<file path="config.mk">
export PLATFORM = sky130hd
export DESIGN_NAME = backprop_sequencer
export DESIGN_NICKNAME = d
export VERILOG_FILES = /design/src/rtl/backprop_seq_pkg.sv /design/src/rtl/backprop_sequencer.sv
export SDC_FILE = /design/constraint.sdc
export NUM_CORES = 1
export LEC_CHECK = 0
export ABC_AREA = 1
export BUFFER_PORTS_ARGS = -buffer_cell sky130_fd_sc_hd__buf_2
export CAP_MARGIN = 20
export CORE_MARGIN = 2
export CORE_UTILIZATION = 25
export DETAILED_ROUTE_END_ITERATION = 12
export PLACE_DENSITY = 0.46
export SETUP_SLACK_MARGIN = 0.1
export SYNTH_ARGS = -nofsm -noshare
export SYNTH_HDL_FRONTEND = slang
export SYNTH_SLANG_ARGS = --single-unit
</file>
<file path="constraint.sdc">
create_clock -name clk -period 4.4 [get_ports clk]
set_input_delay 0 -clock clk [delete_from_list [all_inputs] [get_ports clk]]
set_output_delay 0 -clock clk [all_outputs]
set_load 0.005 [all_outputs]
</file>
<file path="src/rtl/backprop_seq_pkg.sv">
`default_nettype none
// ============================================================================
//  Module      : backprop_seq_pkg
//  Description : Shared types, constants and helpers for backprop_sequencer.
//                Provides the sequencer state encoding, the index output
//                width, and a field extractor for the packed row-count bus.
//  Revision    : 1.0 - initial release
// ============================================================================
package backprop_seq_pkg;

    // Width of the layer/row index outputs.
    localparam int INDEX_W     = 32;

    // Widest row-count bus row_count() can accept. Callers zero-extend
    // their bus to this width before calling.
    localparam int ROW_BUS_MAX = 1024;

    typedef enum logic [1:0] {
        IDLE  = 2'd0,
        ISSUE = 2'd1,
        DONE  = 2'd2
    } seq_state_t;

    // Returns field i (width w) of a packed count bus, zero-extended to
    // INDEX_W bits. Field widths beyond INDEX_W are truncated.
    function automatic logic [INDEX_W-1:0] row_count(
        input logic [ROW_BUS_MAX-1:0] bus,
        input logic [INDEX_W-1:0]     i,
        input logic [INDEX_W-1:0]     w
    );
        logic [INDEX_W-1:0] mask;
        mask = (w >= INDEX_W) ? '1 : ((INDEX_W'(1) << w) - INDEX_W'(1));
        return INDEX_W'(bus >> (i * w)) & mask;
    endfunction

endpackage
`default_nettype wire

</file>
<file path="src/rtl/backprop_sequencer.sv">
`default_nettype none
// ============================================================================
//  Module      : backprop_sequencer
//  Description : Walks the network backwards from the cost layer to layer 0,
//                issuing one (layer,row) beat per unstalled cycle for the
//                backprop diff pipeline. Zero-row layers cost one skip cycle.
//                All outputs are registered.
//  Ports       : clk, rst_n (sync, active-low)
//                start / update_en     - pass request and update mode
//                stall                 - downstream not ready
//                layer_row_count       - packed per-layer row counts
//                busy / done           - pass status, done is a 1-cycle pulse
//                valid, w_layer_index, w_row_index,
//                backprop_cost, is_update, is_cost_layer - beat outputs
//  Revision    : 1.0 - initial release
// ============================================================================
module backprop_sequencer
    import backprop_seq_pkg::*;
#(
    parameter int LAYER_COUNT = 3,
    parameter int COUNT_WIDTH = 8
) (
    input  logic                               clk,
    input  logic                               rst_n,
    input  logic                               start,
    input  logic                               update_en,
    input  logic                               stall,
    input  logic [LAYER_COUNT*COUNT_WIDTH-1:0] layer_row_count,
    output logic                               busy,
    output logic                               done,
    output logic                               valid,
    output logic [INDEX_W-1:0]                 w_layer_index,
    output logic [INDEX_W-1:0]                 w_row_index,
    output logic                               backprop_cost,
    output logic                               is_update,
    output logic                               is_cost_layer
);

    localparam int LW    = (LAYER_COUNT > 1) ? $clog2(LAYER_COUNT) : 1;
    localparam int BUS_W = LAYER_COUNT * COUNT_WIDTH;

    localparam logic [LW-1:0] c_last_layer = LW'(LAYER_COUNT - 1);

    // Pass state, counters and the values captured at start.
    seq_state_t             r_state;
    logic [LW-1:0]          r_layer;
    logic [COUNT_WIDTH-1:0] r_row;
    logic [BUS_W-1:0]       r_counts;
    logic                   r_update;

    // Next-state values for every register, outputs included.
    seq_state_t             w_state_nxt;
    logic [LW-1:0]          w_layer_nxt;
    logic [COUNT_WIDTH-1:0] w_row_nxt;
    logic [BUS_W-1:0]       w_counts_nxt;
    logic                   w_update_nxt;
    logic                   w_busy_nxt;
    logic                   w_done_nxt;
    logic                   w_valid_nxt;
    logic [INDEX_W-1:0]     w_layer_index_nxt;
    logic [INDEX_W-1:0]     w_row_index_nxt;
    logic                   w_backprop_cost_nxt;
    logic                   w_is_update_nxt;
    logic                   w_is_cost_layer_nxt;

    logic [INDEX_W-1:0]     w_cur_count;
    logic                   w_last_row;
    logic                   w_at_cost_layer;

    // Row count of the layer currently being walked, from the captured copy
    // so mid-pass changes on the input bus have no effect.
    assign w_cur_count     = row_count(ROW_BUS_MAX'(r_counts),
                                       INDEX_W'(r_layer),
                                       INDEX_W'(COUNT_WIDTH));
    // Compared at full index width so a count of 2**COUNT_WIDTH-1 ends on
    // the last representable row without the row counter ever wrapping.
    assign w_last_row      = (INDEX_W'(r_row) == (w_cur_count - INDEX_W'(1)));
    assign w_at_cost_layer = (r_layer == c_last_layer);

    always_ff @(posedge clk) begin
        if (!rst_n) begin
            r_state       <= IDLE;
            r_layer       <= '0;
            r_row         <= '0;
            r_counts      <= '0;
            r_update      <= 1'b0;
            busy          <= 1'b0;
            done          <= 1'b0;
            valid         <= 1'b0;
            w_layer_index <= '0;
            w_row_index   <= '0;
            backprop_cost <= 1'b0;
            is_update     <= 1'b0;
            is_cost_layer <= 1'b0;
        end else begin
            r_state       <= w_state_nxt;
            r_layer       <= w_layer_nxt;
            r_row         <= w_row_nxt;
            r_counts      <= w_counts_nxt;
            r_update      <= w_update_nxt;
            busy          <= w_busy_nxt;
            done          <= w_done_nxt;
            valid         <= w_valid_nxt;
            w_layer_index <= w_layer_index_nxt;
            w_row_index   <= w_row_index_nxt;
            backprop_cost <= w_backprop_cost_nxt;
            is_update     <= w_is_update_nxt;
            is_cost_layer <= w_is_cost_layer_nxt;
        end
    end

    always_comb begin
        w_state_nxt         = r_state;
        w_layer_nxt         = r_layer;
        w_row_nxt           = r_row;
        w_counts_nxt        = r_counts;
        w_update_nxt        = r_update;
        w_busy_nxt          = 1'b0;
        w_done_nxt          = 1'b0;
        w_valid_nxt         = 1'b0;
        // Index outputs only move on a beat; stalls and skips hold them.
        w_layer_index_nxt   = w_layer_index;
        w_row_index_nxt     = w_row_index;
        w_backprop_cost_nxt = 1'b0;
        w_is_update_nxt     = 1'b0;
        w_is_cost_layer_nxt = 1'b0;

        case (r_state)
            IDLE: begin
                if (start) begin
                    w_state_nxt  = ISSUE;
                    w_counts_nxt = layer_row_count;
                    w_update_nxt = update_en;
                    w_layer_nxt  = c_last_layer;
                    w_row_nxt    = '0;
                    w_busy_nxt   = 1'b1;
                end
            end

            ISSUE: begin
                // busy stays up through the edge that registers the final
                // beat; it drops together with the done pulse.
                w_busy_nxt = 1'b1;
                if (!stall) begin
                    if (w_cur_count == '0) begin
                        // Empty layer: one skip cycle, no beat.
                        if (r_layer == '0) begin
                            w_state_nxt = DONE;
                        end else begin
                            w_layer_nxt = r_layer - LW'(1);
                            w_row_nxt   = '0;
                        end
                    end else begin
                        w_valid_nxt         = 1'b1;
                        w_layer_index_nxt   = INDEX_W'(r_layer);
                        w_row_index_nxt     = INDEX_W'(r_row);
                        w_is_cost_layer_nxt = w_at_cost_layer;
                        w_backprop_cost_nxt = w_at_cost_layer && (r_row == '0);
                        w_is_update_nxt     = r_update;
                        if (w_last_row) begin
                            if (r_layer == '0) begin
                                w_state_nxt = DONE;
                            end else begin
                                w_layer_nxt = r_layer - LW'(1);
                                w_row_nxt   = '0;
                            end
                        end else begin
                            w_row_nxt = r_row + COUNT_WIDTH'(1);
                        end
                    end
                end
            end

            DONE: begin
                w_done_nxt  = 1'b1;
                w_state_nxt = IDLE;
            end

            default: begin
                w_state_nxt = IDLE;
            end
        endcase
    end

endmodule
`default_nettype wire

</file>
Yosys cells after proc, flatten, opt, wreduce, memory -nomap -nowiden
Index checks and enable logic that the tools add are counted.

Output and inout bits: 70. Word-level logic and storage cells: 63. Bits in registers: 53.

Equal/unequal tests: 7. Bitwise logic cells: 4. $add $sub $neg: 3. Mux-type cells: 22. Shift operators: 1. Reduce and logical (&&, ||, !) cells: 13.

Operators with widths (count): 8-bit 2-to-1 mux (5); 8-bit by 32-bit equality test with 1-bit output (1); 32-bit zero test (1); 24-bit by 5-bit >> shifter with 8-bit output (1); 2-bit 2-to-1 mux (10); 8-bit one-hot mux with 2 select lines (1); 3-bit AND reduction (3); 8-bit by 1-bit subtractor with 9-bit output, second input constant (1); 8-bit by 1-bit adder with 8-bit output, second input constant (1); 8-bit zero test (1); 2-bit one-hot mux with 2 select lines (2); 2-bit equality test, second input constant (2); 2-bit zero test (2); 2-bit != test, second input constant (2); 1-bit NOT (4); 4-bit AND reduction (1); 4-bit OR reduction (1); 1-bit 2-to-1 mux (3); 3-bit != test, second input constant (1); 3-bit OR reduction (1); 2-bit by 1-bit equality test with 1-bit output, second input constant (1); 1-bit one-hot mux with 2 select lines (1); 2-bit AND reduction (1); 2-bit nonzero test (1); 2 further kinds (2).

Logic depth before layout (Yosys ltp)
Gate-level depths: netlist of the first run.

Word-level depth: 7. Depth in mapped cells: 23. Mapped depth without buffers: 22.

Least setup slack after synthesis of the first run
No wires, ideal clock.

Path type: register -> register. From: reg r_layer[0]. To: reg r_row[7]. Library setup time: 129 ps. Data arrival time: 2066 ps. Stages on the path, launching flop included: 22. Data required time: 4271 ps. Period minus slack after synthesis: 2194 ps. Setup slack: 2206 ps. Path buffers: 2. Path through: dfxtp_1 -> buf_6 -> inv_4 -> nand2_2 -> inv_2 -> nand2_1 -> nand2_1 -> inv_2 -> ha_1 -> xor2_1 -> nand3_1 -> nor2_1 -> nand2_1 -> nor2_2 -> nand3_2 -> nand2_2 -> buf_6 -> nand2_1 -> nand2_1 -> nor2_1 -> nor2_1 -> nor2_1.

Cells in the longest elaborated chain, start to end: 7. Elaborated cells between the ends (all ways): 10.

RTL lines: start, declared (line backprop_sequencer.sv:46) `logic [LW-1:0] r_layer;`; start signal, assigned (line backprop_sequencer.sv:97) `r_layer <= w_layer_nxt;`; 24-bit by 5-bit >> shifter with 8-bit output (line backprop_seq_pkg.sv:33) `return INDEX_W'(bus >> (i * w)) & mask;`; 8-bit by 1-bit subtractor with 9-bit output (line backprop_sequencer.sv:77) `assign w_last_row = (INDEX_W'(r_row) == (w_cur_count - INDEX_W'(1)));`; 8-bit by 32-bit equality test with 1-bit output (line backprop_sequencer.sv:77); 8-bit 2-to-1 mux (line backprop_sequencer.sv:160) `if (w_last_row) begin`; 8-bit 2-to-1 mux * (line backprop_sequencer.sv:145) `if (w_cur_count == '0) begin`; 8-bit 2-to-1 mux * (line backprop_sequencer.sv:144) `if (!stall) begin`; 8-bit one-hot mux with 2 select lines * (line backprop_sequencer.sv:128) `case (r_state)`; end signal, assigned (line backprop_sequencer.sv:98) `r_row <= w_row_nxt;`; end, declared (line backprop_sequencer.sv:47) `logic [COUNT_WIDTH-1:0] r_row;`.

Mark *: on every way between the ends. The rest lies on a longest branch, timed or not. The select of a mux whose other input is x is not followed. A chain may end at the register's enable or synchronous reset.

Worst setup path after layout of the first run
From: reg r_layer[0]. To: reg r_state[0].

Cells in the longest elaborated chain, start to end: 6. Elaborated cells between the ends (all ways): 12.

RTL lines: parallel branches: the longest is 6 deep, another holds 8-bit by 1-bit subtractor with 9-bit output; end signal, assigned (line backprop_sequencer.sv:96) `r_state <= w_state_nxt;`; end, declared (line backprop_sequencer.sv:45) `seq_state_t r_state;`.

Several ways; the timed one is not identified. The select of a mux whose other input is x is not followed.

==> results of run 1 <==
-- routing by layer --
| layer | up-vias | part of all wire (%) | global-route usage [%] |
|---|---|---|---|
| met5 | - | 0 | 0 |
| met4 | 0 | 1.0 | 2.86 |
| met3 | 6 | 4.1 | 1.94 |
| met2 | 72 | 47 | 20.1 |
| met1 | 1258 | 48 | 15.6 |
| li1 | 1460 | - | - |
-- layout make-up --
cell class	count	area, um2
Clock buffer	6	129
Inverter	48	183
Multi-Input combinational cell	344	1580
Timing Repair Buffer	65	423
Sequential cell	53	1060
Tap cell	168	210
Clock inverter	2	38.8
Fill cell	1355	8490
-- cells in the final DEF (no fill, tap or decap) --
master | synthesis | layout
clkinv_4 | 0 | 1
nor2_2 | 3 | 3
nor2_4 | 1 | 1
buf_4 | 54 | 3
clkinv_1 | 1 | 1
dfxtp_1 | 53 | 53
nand4_1 | 5 | 5
clkbuf_1 | 12 | 1
nand3_1 | 25 | 25
o21ai_0 | 40 | 40
dlygate4sd3_1 | 0 | 18
or2_1 | 1 | 1
a21oi_2 | 3 | 3
o211ai_1 | 1 | 1
clkbuf_16 | 0 | 5
buf_2 | 2 | 44
nand3_2 | 2 | 2
nand2_1 | 99 | 99
ha_1 | 5 | 5
conb_1 | 1 | 54
nor3b_1 | 1 | 1
inv_4 | 1 | 1
nor2_1 | 55 | 55
nor3_1 | 4 | 4
o21ai_2 | 1 | 1
nor3_2 | 1 | 1
nand2_2 | 7 | 7
inv_1 | 43 | 43
a21oi_1 | 29 | 29
bufinv_16 | 0 | 1
inv_2 | 3 | 3
xor2_1 | 5 | 5
and3_1 | 2 | 2
-- metrics by stage --
step	util, %	hold slack, ps	cell area [um2]
5_1_grt	29.9	16.9	3630
3_3_place_gp	27.1	255	3280
4_1_cts	29.9	1.54	3630
2_1_floorplan	-	167	3320
6_report	29.9	-5.85	3630
3_5_place_dp	27.1	256	3280
-- power breakdown --
group | switching (mW) | total, mW | leakage [nW] | internal (mW)
clock | 0.178 | 0.447 | 0.0810 | 0.270
sequential | 0.0536 | 0.613 | 0.435 | 0.560
combinational | 0.506 | 0.762 | 1.26 | 0.256
total | 0.737 | 1.82 | 1.78 | 1.09
-- registers in the layout, indices dropped and copies added (netlist names), 2 cells and up --
signal / flops
r_row: 8
w_row_index: 8
w_layer_index: 2
r_counts: 24
r_state: 2
r_layer: 2
-- critical path: stages (launching register included) --
cell and delay, ps:
dfxtp_1 510, inv_4 140, nand2_2 150, inv_2 50, nand2_1 70, nand2_1 80
inv_2 90, ha_1 160, nand3_1 120, nor2_1 170, inv_1 70, nand2_1 70
nand3_1 80, a21oi_2 130, nand3_2 100, nand2_2 170, inv_2 110, o21ai_2 140
nand3_1 90, nand2_1 70, inv_1 50
-- cells in the mapped netlist, drive strengths merged --
master    n
a21oi    32
and3      2
buf      59
clkbuf   12
clkinv    1
conb      1
dfxtp    53
ha        5
inv      47
nand2   106
nand3    27
nand4     5
nor2     59
nor3      5
nor3b     1
o211ai    1
o21ai    41
or2       1
xor2      5
-- logic make-up (layout without fill, tap and decap cells) --
family | Yosys count | count (layout) | share of synthesized area [%]
AOI/OAI and AO/OA | 74 | 74 | 12.4
xor gates and xnor gates | 5 | 5 | 1.40
adders and majority gates | 5 | 5 | 2.00
buffers and inverters | 119 | 121 | 21.7
DFF | 53 | 53 | 34.0
other | 1 | 54 | 0.120
and+or+nand+nor | 206 | 206 | 28.3
-- path summary, 6_finish.rpt --
path                   to  slack [ps]
max            r_state[0]        1690
min          r_counts[22]          -6
max reg2reg    r_state[0]        1690
min reg2reg   r_counts[7]         460
==> out/qor.txt, run 1 <==
outcome - finished, violations left
failing checks - negative hold slack
final number of setup-violating endpoints - 0
critical path startpoint category - flip-flop
Seq/Total Area, Yosys - 34.0%
Die Wd - 116 um
Fin Setup TNS - 0 ps
Starting Density - 25.8%
Placeable Area - 12100 um2
worst hold path startpoint - layer_row_count[22]
Synth Cell Area - 3120 um2
vias in the first global route - 2551
power density cells - 503 nW/um2
Remaining DRCs - 0
Finished Layout Cells - 686
FMAX - 369 MHz
clock buffer depth - 2
Final Cycle Share - 61.6%
Mean Syn Cell Area - 6.74 um2
initial antenna violation count - 0
GRT Residual Overflow - 0
Synth area leader - dfxtp_1
ANT cells - 0
max_slew headroom - 54.9%
Worst-Margin Slew - 674 ps
CTS Buf Count - 5
WL/cell - 11.4 um
hold path cells - 3
layout cell share with drive strength beyond 1 - 14.7%
RSZ-0062 raised after global routing - no
global-route wire length before repair - 12.5 mm
die span in y - 116 um
clock latency on the worst-skew pair - 290 ps
Synth cell types - 30
share of the synthesized area in the top cell type - 34.0%
Final GP Congestion - 0.822
Post-Place Setup Slack - 1720 ps
Min Clock Period, post-route - 2710 ps
pin count of the biggest net entering global routing - 42
FF-to-FF path depth - 20
CTS Hold Bufs - 18
Hold WS - -5.85 ps
Worst setup EP type - flip-flop
worst reg2reg path startpoint - r_layer[0]
Port Buffer Count - 44
cells after synthesis - 463
H-Tree Depth - 2
CTS clk-pin slew, worst paths - 70 ps
Top Ports - 99
via-per-instance ratio - 4.08
Antenna Nets Post-Route - 0
Resized Gates After CTS - 0
final worst setup slack - 1690 ps
DIE AREA - 13400 um2
Max Slew Vio Count - 0
WL final - 7.79 mm
vias - 2796
WS Path Type - flip-flop to flip-flop
Seq cells post-synth - 53
initial drt markers - 101
CP arrival - 2900 ps
LEAKAGE - 1.78 nW
Fin. Hold Viols - 2
CTS Sinks - 53
hold crit path type - primary input to flip-flop
Std-Cell Rows - 40
Root Buffer - clkbuf_16
Area Growth Syn to Fin - 16.2%
CP Max Fanout - 14
YS warnings - 0
number of nets in the layout - 551
CP required - 4590 ps
Clock Skews - 4.61 ps
CTS tree - yes
Placed Cells - 660
top cells by area, synth - dfxtp_1, buf_4, nand2_1, nor2_1, o21ai_0
CP Launch Point - r_layer[0]
Power, Total - 1.82 mW
Max Cap Violations - 0
hpwl dp - 5.84 mm
Peak VDD IR - 0.247 mV
DR pass1 iterations - 5
postcts setup bufs - 0
total track usage - 11.8%
Note: power is estimated with default switching activity, not from simulation.
==> inputs of run 2 (changes only) <==
--- a/config.mk
+++ b/config.mk
@@ -11,7 +11,7 @@
 export CORE_MARGIN = 2
 export CORE_UTILIZATION = 25
 export DETAILED_ROUTE_END_ITERATION = 12
-export PLACE_DENSITY = 0.46
+export PLACE_DENSITY = 0.48
 export SETUP_SLACK_MARGIN = 0.1
 export SYNTH_ARGS = -nofsm -noshare
 export SYNTH_HDL_FRONTEND = slang
==> constraint.sdc (replaced) <==
create_clock -name clk -period 2.3 [get_ports clk]
set_input_delay 0 -clock clk [delete_from_list [all_inputs] [get_ports clk]]
set_output_delay 0 -clock clk [all_outputs]
set_load 0.005 [all_outputs]
==> run 2 against run 1 <==
The flow now finishes without violations. First-iteration DRC count grew 11%. Count of clock-buffer cells in the layout shrank 1. Combinational power increased to 2.5 times the previous value. Sequential cell count unchanged. Via count increased by 2.0%. Critical endpoint is now r_row[7]. Largest power group unchanged. Highest routed layer unchanged.
==> out/qor.txt, run 2 (synthesis results as in run 1) <==
outcome - finished, final reports clean
CTS clk-pin slew, worst paths - 70 ps (about the same)
via-per-instance ratio - 4.03 (-1.2%)
Final GP Congestion - 0.863 (+5.1%)
initial drt markers - 112 (+11%)
worst reg2reg path startpoint - r_layer[0]
die span in y - 116 um (unchanged)
Fin. Hold Viols - 0 (-2)
hpwl dp - 5.72 mm (-2.1%)
Hold Path End - r_counts[7]
DR pass1 iterations - 4 (-1)
vias - 2852 (+2.0%)
largest reg by FF count - r_counts
Min Clock Period, post-route - 2210 ps (-503 ps)
Die Wd - 116 um (unchanged)
WS Path Type - flip-flop to flip-flop
total track usage - 11.6% (-0.19 points)
Peak VDD IR - 0.484 mV (+95%)
FMAX - 453 MHz (+23%)
CTS tree - yes
WL final - 7.46 mm (-4.2%)
initial antenna violation count - 0 (unchanged)
Clock Skews - 3.64 ps (-0.967 ps)
Max Cap Violations - 0 (unchanged)
Worst setup EP type - flip-flop
hold crit path type - primary input to flip-flop
clock buffer depth - 2 (unchanged)
commonest non-fill, non-tap cell in the layout - nand2_1
CP required - 2470 ps (-2120 ps)
Port Buffer Count - 44 (unchanged)
Post-Place Setup Slack - -103 ps (-1830 ps)
placed cell area - 3410 um2 (+3.9%)
WL/cell - 10.5 um (-7.2%)
number of nets in the layout - 574 (+4.2%)
CTS Sinks - 53 (unchanged)
worst hold path startpoint - layer_row_count[7]
FF-to-FF path depth - 18 (-10%)
CP arrival - 2370 ps (-530 ps)
layout cell share with drive strength beyond 1 - 23.0% (+8.3 points)
CTS Buf Count - 5 (unchanged)
final number of setup-violating endpoints - 0 (unchanged)
Fin Setup TNS - 0 ps (unchanged)
Worst R2R End - r_row[7]
critical path startpoint category - flip-flop
CP Launch Point - r_layer[0]
hold path cells - 3 (unchanged)
Max Slew Vio Count - 0 (unchanged)
Final Util - 32.5% (+2.6 points)
LEAKAGE - 1.93 nW (+8.4%)
final worst setup slack - 94.7 ps (-1600 ps)
Std-Cell Rows - 40 (unchanged)
Worst-Margin Slew - 601 ps (-72.1 ps)
Root Buffer - clkbuf_16
Final Cycle Share - 95.9% (+34 points)
Top Ports - 99 (unchanged)
Antenna Nets Post-Route - 0 (unchanged)
Final Cell Area - 3940 um2 (+8.7%)
Starting Density - 25.8% (unchanged)
power density cells - 994 nW/um2 (+98%)
Largest regs - r_counts x24, r_row x8, w_row_index x8
most frequent cells in the layout - nand2_1, conb_1, nor2_1, dfxtp_1, buf_2
clock latency on the worst-skew pair - 290 ps (about the same)
max_slew headroom - 59.8% (+4.8 points)
Power, Total - 3.92 mW (+110%)
ANT cells - 0 (unchanged)
DIE AREA - 13400 um2 (unchanged)
vias in the first global route - 2685 (+5.3%)
H-Tree Depth - 2 (unchanged)
GRT Residual Overflow - 0 (unchanged)
global-route wire length before repair - 12.5 mm (-0.27%)
Placeable Area - 12100 um2 (unchanged)
RSZ-0062 raised after global routing - yes
pin count of the biggest net entering global routing - 38 (-9.5%)
R2R setup slack - 90 ps (-1600 ps)
max reg flops - 24 (unchanged)
Area Growth Syn to Fin - 26.3%
Remaining DRCs - 0 (unchanged)
CP Max Fanout - 5 (-9)
[run 2: cell count changes in the layout (fill, tap and decap cells not counted), sizes merged]
| cell | delta |
|---|---|
| clkbuf | -1 |
| buf | +24 |
| dlygate4sd3 | -1 |
[run 2: where the power goes]
group,internal (mW),switching [mW],leakage (nW)
Clock,0.506,0.324,0.0797
Sequential,1.08,0.0974,0.436
Combinational,0.778,1.14,1.41
Total,2.36,1.56,1.93
[run 2: worst max path at each step]
stage	to	slack (ps)	cells past startpoint
after floorplan	r_row[7]	110	21
after global placement	r_row[1]	3	20
after detailed placement	r_row[1]	-100	20
after CTS	r_row[7]	40	20
after global routing	r_row[7]	-120	20
final	r_row[7]	90	18
[run 2: final cells by class]
type	count	area (um2)
clock buffer	5	125
clock inverter	2	35.0
fill	1339	8170
inverter	48	190
multi-input combinational	344	1710
sequential	53	1070
tap	168	210
timing repair buffer	88	608
[run 2: metrics by stage]
step	hold WS, ps	std cells
finish	0.137	708
global route	14.0	708
CTS	1.81	707
detailed placement	261	677
global placement	255	677
floorplan	167	516
[run 2: worst max-delay path, cell delays in order (launching register included)]
cell and delay (ps):
dfxtp_4 370, inv_6 80, nand2_8 60, nor2_2 150, a21oi_4 60, ha_4 270, xor2_2 130, nand3_1 90
nor2_1 110, nand2_1 70, nor2_2 90, nand3_2 120, nand2_4 110, buf_6 100, nand2_2 40, nand2_1 60
nor2_1 40, nor2_1 80, nor2_1 40
[run 2: per-layer routing]
| layer | vias to the layer above | share of wire [%] | global-route usage [%] |
|---|---|---|---|
| li1 | 1498 | - | - |
| met5 | - | 0 | 0 |
| met1 | 1274 | 47 | 14.6 |
| met2 | 69 | 47 | 19.7 |
| met3 | 11 | 4.1 | 2.62 |
| met4 | 0 | 1.6 | 3.57 |
[run 2: timing repair]
item | CTS | global route
pin swaps | 18 | 15
hold buffers | 17 | 0
hold endpoints to repair | 17 | 0
endpoints found under the setup margin | 23 | 25
resized for setup | 21 | 23
buffers inserted | 6 | 1
==> inputs of run 3 (changes only) <==
--- a/config.mk
+++ b/config.mk
@@ -6,12 +6,12 @@
 export NUM_CORES = 1
 export LEC_CHECK = 0
 export ABC_AREA = 1
-export BUFFER_PORTS_ARGS = -buffer_cell sky130_fd_sc_hd__buf_2
 export CAP_MARGIN = 20
 export CORE_MARGIN = 2
 export CORE_UTILIZATION = 25
 export DETAILED_ROUTE_END_ITERATION = 12
-export PLACE_DENSITY = 0.48
+export DONT_BUFFER_PORTS = 1
+export PLACE_DENSITY = 0.41
 export SETUP_SLACK_MARGIN = 0.1
 export SYNTH_ARGS = -nofsm -noshare
 export SYNTH_HDL_FRONTEND = slang
==> run 3 against run 2 <==
The flow now finishes with violations (negative hold slack). Maximum frequency is 1.9% lower. Routed wire length rose by 3.8%. Hold slack got worse by 200 ps. Critical endpoint is now r_row[1]. First-iteration DRC count shrank 35%. Non-clock buffer count down 35. Via count decreased by 3.6%. Sequential share of layout area increased by 1.0 points. Count of clock-buffer cells in the layout did not move. Largest power group unchanged. Register-to-register slack worse by 40 ps. Die area is the same. Cell area down 3.6%.
==> out/qor.txt, run 3 (synthesis results as in run 1) <==
outcome - finished, violations left
failing checks - negative hold slack
ANT cells - 0 (unchanged)
Root Buffer - clkbuf_16
FF-to-FF path depth - 18 (unchanged)
CTS Hold Bufs - 27 (+10)
final number of setup-violating endpoints - 0 (unchanged)
Worst-Margin Slew - 549 ps (-52.2 ps)
Min Clock Period, post-route - 2250 ps (+41.8 ps)
max_slew headroom - 63.3% (+3.5 points)
Worst path max stage delay - 370 ps (about the same)
placed cell area - 3210 um2 (-5.7%)
CTS Sinks - 53 (unchanged)
DR pass1 iterations - 4 (unchanged)
final worst setup slack - 53.0 ps (-41.8 ps)
Port Buffer Count - 0 (-100%)
critical path startpoint category - flip-flop
clock latency on the worst-skew pair - 300 ps (about the same)
largest reg by FF count - r_counts
Hold WS - -196 ps (-196 ps)
WL met3 - 341 um (+11%)
max reg flops - 24 (unchanged)
cells along the critical path - buf_6 -> nand2_2 -> nand2_2 -> a21oi_4 -> ha_4 -> nand3_2 -> inv_1 -> nand3_1 -> nand2_1 -> nand2_1 -> nand2_1 -> nand2_1 -> nand3_2 -> nand2_4 -> buf_6 -> or2_1 -> nand3_1 -> a21oi_1
hold crit path type - primary input to flip-flop
vias in the first global route - 2641 (-1.6%)
Die Wd - 116 um (unchanged)
Std-Cell Rows - 40 (unchanged)
Worst setup EP type - flip-flop
CP bufs+invs - 3 (+1)
number of fill cells - 1327 (-0.90%)
die span in y - 116 um (unchanged)
Final Cell Area - 3800 um2 (-3.6%)
Setup crit end - r_row[1]
layout cell share with drive strength beyond 1 - 14.4% (-8.5 points)
number of nets in the layout - 539 (-6.1%)
initial drt markers - 73 (-35%)
hpwl dp - 5.79 mm (+1.2%)
Met2 Wirelength - 3.63 mm (+3.3%)
Clock Skews - 6.34 ps (+2.70 ps)
Crit path top cell by count - nand2_1
global-route wire length before repair - 12.7 mm (+1.9%)
CTS tree - yes
Final Cycle Share - 97.7% (+1.8 points)
Max Cap Violations - 0 (unchanged)
CP arrival - 2410 ps (+40 ps)
commonest non-fill, non-tap cell in the layout - nand2_1
CP top delay family - simple AND/OR/NAND/NOR gates
Fin. Hold Viols - 15 (+15)
total track usage - 12.0% (+0.41 points)
WL/cell - 11.5 um (+9.0%)
clock buffer depth - 2 (unchanged)
CP Launch Point - r_layer[0]
Top Ports - 99 (unchanged)
via-per-instance ratio - 4.08 (+1.3%)
CP required - 2460 ps (about the same)
WS Path Type - flip-flop to flip-flop
Largest regs - r_counts x24, r_row x8, w_row_index x8
Crit-path slowest cell - dfxtp_4
power density cells - 1010 nW/um2 (+2.1%)
Starting Density - 25.8% (unchanged)
Antenna Nets Post-Route - 0 (unchanged)
vias - 2750 (-3.6%)
H-Tree Depth - 2 (unchanged)
DIE AREA - 13400 um2 (unchanged)
Remaining DRCs - 0 (unchanged)
WL final - 7.74 mm (+3.8%)
Post-Place Setup Slack - -13.4 ps (+89.3 ps)
R2R setup slack - 50 ps (-40 ps)
Final GP Congestion - 0.843 (-2.3%)
CP Max Fanout - 4 (-1)
GRT Residual Overflow - 0 (unchanged)
Finished Layout Cells - 674 (-4.8%)
Area Growth Syn to Fin - 21.8%
Placeable Area - 12100 um2 (unchanged)
wl on met1 - 3.60 mm (+2.5%)
Max Slew Vio Count - 0 (unchanged)
worst reg2reg path startpoint - r_layer[0]
pin count of the biggest net entering global routing - 42 (+11%)
Placed Cells - 635 (-6.2%)
initial antenna violation count - 0 (unchanged)
DR top layer - met4
CTS Buf Count - 5 (unchanged)
LEAKAGE - 1.74 nW (-9.4%)
most frequent cells in the layout - nand2_1, conb_1, nor2_1, dfxtp_1, inv_1
Worst R2R End - r_row[1]
RSZ-0062 raised after global routing - yes
CTS clk-pin slew, worst paths - 70 ps (about the same)
Fin Setup TNS - 0 ps (unchanged)
FMAX - 445 MHz (-1.9%)
Critical Path Stages - 18 (unchanged)
Peak VDD IR - 0.323 mV (-33%)
-- run 3: cell types whose count changed in the layout (fill, tap and decap cells not counted), moves of 2 or more --
cell           previous run  this run
buf_4                    23        21
dlygate4sd3_1            17        27
o21ai_1                   2         4
o21ai_2                   2         0
buf_2                    44         0
inv_2                     2         0
nand2_1                  87        93
nand2_2                  14         8
inv_6                     1         3
-- run 3: routing by layer --
layer,vias to the layer above,track usage (%)
met5,-,0
met4,0,4.76
met3,10,2.46
met2,75,20.4
met1,1230,14.9
li1,1435,-
-- run 3: timing repair --
action | 4_1_cts | 5_1_grt
cloned | 1 | 0
buffers inserted | 2 | 1
hold endpoints to repair | 42 | 15
gates resized for setup | 24 | 19
pin swaps | 15 | 17
endpoints found under the setup margin | 17 | 21
-- run 3: how the worst min path moves through the flow --
stage | slack (ps) | cells after the start | endpoint | startpoint
final | -200 | 2 | r_state[0] | rst_n
after global routing | -190 | 2 | r_state[0] | rst_n
after CTS | -200 | 2 | r_state[0] | rst_n
after detailed placement | 120 | 2 | r_state[0] | rst_n
after global placement | 110 | 2 | r_state[0] | rst_n
after floorplan | 170 | 2 | r_counts[10] | layer_row_count[10]
-- run 3: layout make-up --
cell class,count,area (um2),share of cell area (%)
Tap cell,168,210,5.53
Timing Repair Buffer,53,493,13.0
Sequential cell,53,1070,28.0
Clock buffer,5,125,3.29
Multi-Input combinational cell,344,1690,44.4
Inverter,48,200,5.27
Clock inverter,3,17.5,0.461
-- run 3: stage by stage --
stage / util, % / total power, mW / hold WS, ps
6_report: 31.4 / 3.85 / -196
5_1_grt: 31.4 / 4.20 / -194
4_1_cts: 30.8 / 3.78 / -205
3_5_place_dp: 26.5 / 2.78 / 116
3_3_place_gp: 26.5 / 2.77 / 114
2_1_floorplan: - / 2.39 / 167
-- run 3: power by group --
group / total [mW] / switching (mW) / internal [mW]
sequential: 1.18 / 0.108 / 1.08
combinational: 1.93 / 1.13 / 0.802
clock: 0.740 / 0.340 / 0.400
